==> src/rtl/frame_rx.sv <==
// Purpose: receives a cs-framed run of bytes (header, N payload bytes, and an
//          optional XOR checksum byte), then either publishes the assembled word
//          or reports why the frame was rejected.
// Latency: the ack/err pulse comes one clock after cs rises.
// Backpressure: none. The source paces the frame and one byte is sampled per
//               cycle while cs is low.
//
// Ports:
//   clk    rising-edge clock
//   rst    asynchronous, active-low reset
//   cs     frame select, active-low
//   d_in   W-bit byte, sampled while cs=0
//   ack    one-cycle pulse when a frame is accepted (d_out updated)
//   err    one-cycle pulse when a frame is rejected
//   code   cause of the last frame: 0 ok, 1 header, 2 length, 3 checksum
//   d_out  last accepted word; the first payload byte is the MSB
//
// Optional feature: define FRAME_RX_CHECKSUM_EN to expect a trailing XOR
// checksum byte after the payload.

module frame_rx #(
    parameter int             W   = 8,
    parameter int             N   = 2,
    parameter logic [W-1:0]   HDR = 8'hCA
) (
    input  logic             clk,
    input  logic             rst,
    input  logic             cs,
    input  logic [W-1:0]     d_in,
    output logic             ack,
    output logic             err,
    output logic [1:0]       code,
    output logic [W*N-1:0]   d_out
);

`ifdef FRAME_RX_CHECKSUM_EN
    localparam int LEN = N + 1;
`else
    localparam int LEN = N;
`endif
    localparam int SW = W * LEN;
    localparam int CW = $clog2(N + 3);
    localparam logic [CW-1:0] CNT_SAT = CW'(N + 2);
    localparam logic [CW-1:0] CNT_LEN = CW'(LEN);

    typedef enum logic [1:0] {
        SKIP = 2'd0,
        IDLE = 2'd1,
        RECV = 2'd2
    } state_t;

    state_t          state;
    state_t          state_nxt;
    logic            hdr_bad;
    logic [CW-1:0]   cnt;
    logic [SW-1:0]   shreg;
`ifdef FRAME_RX_CHECKSUM_EN
    logic [W-1:0]    csum;
`endif

    logic            eval;
    logic            accept;
    logic            reject;
    logic [1:0]      code_nxt;

    // State register
    always_ff @(posedge clk or negedge rst) begin
        if (!rst) begin
            state <= SKIP;
        end else begin
            state <= state_nxt;
        end
    end

    // Next-state logic. SKIP waits for cs high, so the block never joins
    // a frame midway after a reset.
    always_comb begin
        state_nxt = state;
        case (state)
            SKIP:    if (cs)  state_nxt = IDLE;
            IDLE:    if (!cs) state_nxt = RECV;
            RECV:    if (cs)  state_nxt = IDLE;
            default:          state_nxt = SKIP;
        endcase
    end

    // Frame evaluation, checked in priority order: header, then length,
    // then checksum.
    always_comb begin
        eval     = (state == RECV) && cs;
        code_nxt = 2'd0;
        if (hdr_bad) begin
            code_nxt = 2'd1;
        end else if (cnt != CNT_LEN) begin
            code_nxt = 2'd2;
`ifdef FRAME_RX_CHECKSUM_EN
        end else if (csum != '0) begin
            // The checksum byte is folded into the running XOR, so a good
            // frame leaves zero.
            code_nxt = 2'd3;
`endif
        end
        accept = eval && (code_nxt == 2'd0);
        reject = eval && (code_nxt != 2'd0);
    end

    // Datapath and registered outputs
    always_ff @(posedge clk or negedge rst) begin
        if (!rst) begin
            ack     <= 1'b0;
            err     <= 1'b0;
            code    <= 2'd0;
            d_out   <= '0;
            hdr_bad <= 1'b0;
            cnt     <= '0;
            shreg   <= '0;
`ifdef FRAME_RX_CHECKSUM_EN
            csum    <= '0;
`endif
        end else begin
            ack <= accept;
            err <= reject;
            if (eval) begin
                code <= code_nxt;
            end
            // With a checksum, the checksum byte sits in the low W bits and
            // is left out of d_out.
            if (accept) begin
                d_out <= shreg[SW-1 -: W*N];
            end
            if (state == IDLE && !cs) begin
                hdr_bad <= (d_in != HDR);
                cnt     <= '0;
`ifdef FRAME_RX_CHECKSUM_EN
                csum    <= '0;
`endif
            end else if (state == RECV && !cs) begin
                shreg <= (shreg << W) | SW'(d_in);
                // Saturating, so an overlong frame cannot wrap back to a
                // valid length.
                if (cnt != CNT_SAT) begin
                    cnt <= cnt + 1'b1;
                end
`ifdef FRAME_RX_CHECKSUM_EN
                csum <= csum ^ d_in;
`endif
            end
        end
    end

endmodule

==> config.mk <==
export PLATFORM = sky130hd
export DESIGN_NAME = frame_rx
export DESIGN_NICKNAME = d
export VERILOG_FILES = /design/src/rtl/frame_rx.sv
export SDC_FILE = /design/constraint.sdc
export NUM_CORES = 1
export LEC_CHECK = 0
export BUFFER_PORTS_ARGS = -buffer_cell sky130_fd_sc_hd__buf_4
export CAP_MARGIN = 0
export CORE_MARGIN = 3
export CORE_UTILIZATION = 35
export DETAILED_ROUTE_END_ITERATION = 10
export HOLD_SLACK_MARGIN = 0.06
export REMOVE_ABC_BUFFERS = 1
export SLEW_MARGIN = 0
export SYNTH_ARGS = -nofsm -noshare
export SYNTH_HDL_FRONTEND = slang
export SYNTH_SLANG_ARGS = --single-unit
==> constraint.sdc <==
create_clock -name clk -period 3.1 [get_ports clk]
set_clock_uncertainty 0.05 [all_clocks]
set_input_delay 0.31 -clock clk [delete_from_list [all_inputs] [get_ports clk]]
set_output_delay 0.31 -clock clk [all_outputs]
set_load 0.05 [all_outputs]
==> impl_metrics.json <==
{
  "status": "complete, no violations",
  "rows": 25,
  "vias": 1009,
  "dp_hpwl_um": 2120,
  "die_w_um": 78.1,
  "stdcell_count": 216,
  "cts_resized": 0,
  "tightest_slew_ps": 747,
  "path_class": "flip-flop to flip-flop",
  "core_area_um2": 4880,
  "grt_pass1_vias": 1131,
  "path_clk_slew_ps": 80,
  "wire_per_inst_um": 14.2,
  "n_fill_cell": 461,
  "slew_violations": 0,
  "hp-class": "primary input to flip-flop",
  "cp-end-kind": "flip-flop",
  "initial_core_util": 0.373,
  "clkLatencyLatePin_ps": 290,
  "final_cell_mix": "dfrtp_1 (42), buf_4 (30), mux2_2 (24)",
  "rsz0062_at_grt": "no",
  "mostFrequentLayoutCell": "dfrtp_1",
  "synthToLayoutAreaGrowth_pct": 19.8,
  "synth.avg_cell_area_um2": 15.7,
  "tns_ps": 0,
  "diodes": 0,
  "critPathRequiredTime_ps": 3230,
  "fin_nets": 162,
  "drive_gt1_frac": 0.510,
  "ant_nets": 0,
  "setup_violations": 0,
  "wl_um": 3060,
  "power_density_nw_per_um2": 637,
  "cts_buffer_depth": 2,
  "first_pass_iters": 4,
  "synth_cell_types": 33,
  "first_iter_violations": 54,
  "finalHoldViolCount": 0,
  "dieArea_um2": 6090,
  "grt_pass1_wl_um": 5440,
  "yosys.area.top_type": "dfrtp_1",
  "drc": 0,
  "yosysSeqAreaShare": 0.578,
  "fmax_mhz": 537,
  "clock_sinks": 42,
  "viasPerCell": 4.67,
  "grt_overflow": 0,
  "ys_ff_latch": 42,
  "crit_fanout": 16,
  "power.static_leakage_uw": 0.00108,
  "regToRegSetupSlack_ps": 1240,
  "max-cap-violations": 0,
  "synth_warnings": 0,
  "post_cts_buffers": 0,
  "start_kind": "flip-flop",
  "ys_top_cells_by_area": "dfrtp_1 (58%), mux2_2 (15%), mux2_4 (7.4%), ha_1 (2.1%), buf_6 (1.9%)",
  "slew_headroom": 0.501,
  "grt_max_degree": 43,
  "period_share": 0.600,
  "syn_inst": 116,
  "cts_hold_buffers": 1,
  "cts-root-buf": "clkbuf_8",
  "place_inst": 207,
  "synth_top_area_frac": 0.578,
  "worst_ir_drop_vdd_v": 0.000306,
  "antenna_found_initial": 0,
  "arrival_ps": 1990,
  "track_usage": 0.114,
  "cts_htree_levels": 2,
  "multi_input_area_um2": 686,
  "regArea_um2": 1050,
  "ios": 31,
  "routabilityCongestion": 0.690,
  "period_minus_slack_ps": 1860,
  "dieHeight_um": 78.1,
  "numCtsBuffers": 5,
  "io_buffers": 30,
  "syn_area_um2": 1820,
  "cts_tree": "yes"
}
[sequential cells by signal (all words and copies together) (netlist names)]
signal   flops
d_out       16
shreg       16
cnt          3
code         2
state        2
ack          1
err          1
hdr_bad      1
[cell usage after synthesis]
cell type  number
o21ai_0         1
or3b_2          1
buf_6           3
nor3b_4         1
buf_4           1
buf_2           1
o21bai_1        1
a21oi_1         1
a21boi_0        2
inv_1           3
ha_1            3
dfrtp_1        42
nand3b_1        1
nand3b_4        1
and2b_2         1
nor2_1          3
nand2_1         1
inv_2           1
and4b_1         1
mux2i_1         2
mux2_2         24
xnor2_1         1
nor3b_1         1
o31ai_1         1
mux2_4          9
o2bb2ai_1       2
a22oi_1         1
buf_12          1
nor3_4          1
a211oi_1        1
nor4b_1         1
nand2b_4        1
a31oi_1         1
[final cells by class]
type                       instances  share of cell area
tap                               67              0.0385
clock inverter                     1              0.0138
inverter                           4             0.00690
multi-input combinational         64               0.315
sequential                        42               0.483
clock buffer                       7              0.0351
timing repair buffer              31               0.108
[report_power, final]
part	switching [uW]	total [uW]	leakage (uW)	internal, uW
sequential	80.8	740	0.000539	659
combinational	103	229	0.000488	127
clock	177	418	0.0000524	241
total	361	1390	0.00108	1030
[per-layer routing]
| metal | track usage | up-vias | wire length (um) |
|---|---|---|---|
| met5 | 0 | - | 0 |
| met4 | 0.0420 | 0 | 46 |
| met3 | 0.0344 | 6 | 157 |
| met2 | 0.188 | 26 | 1460 |
| met1 | 0.141 | 507 | 1400 |
| li1 | - | 470 | - |
[final timing paths]
path,start,end,cells after the start
min in group asynchronous,rst,cnt[2],2
worst max-delay path,state[1],shreg[5],3
worst max register to register,state[1],shreg[5],3
worst min register to register,code[1],code[1],2
worst min-delay path,d_in[6],shreg[6],2
max in group asynchronous,rst,d_out[5],2
[worst max-delay path: stages (launching register included)]
cell and delay, ps:
dfrtp_1 540, inv_2 110, nor3_4 640, mux2_2 410
[per-stage QoR]
step	setup WS (ps)	hold WS, ps	area, um2	util	power, uW
after floorplan	1490	-35.6	1750	-	895
after global placement	1300	266	2060	0.422	968
after detailed placement	1200	279	2060	0.422	983
after CTS	1190	199	2180	0.446	1410
after global routing	1100	203	2180	0.446	1470
final	1240	208	2180	0.446	1390
[kinds of logic after synthesis]
| family | count (synthesis) | synth area share |
|---|---|---|
| adders and majority gates | 3 | 0.0206 |
| AOI/OAI and AO/OA | 11 | 0.0434 |
| muxes | 35 | 0.234 |
| buffers and inverters | 10 | 0.0447 |
| DFF | 42 | 0.578 |
| xor gates and xnor gates | 1 | 0.00482 |
| and+or+nand+nor | 14 | 0.0743 |
Note: power is estimated with default switching activity, not from simulation.
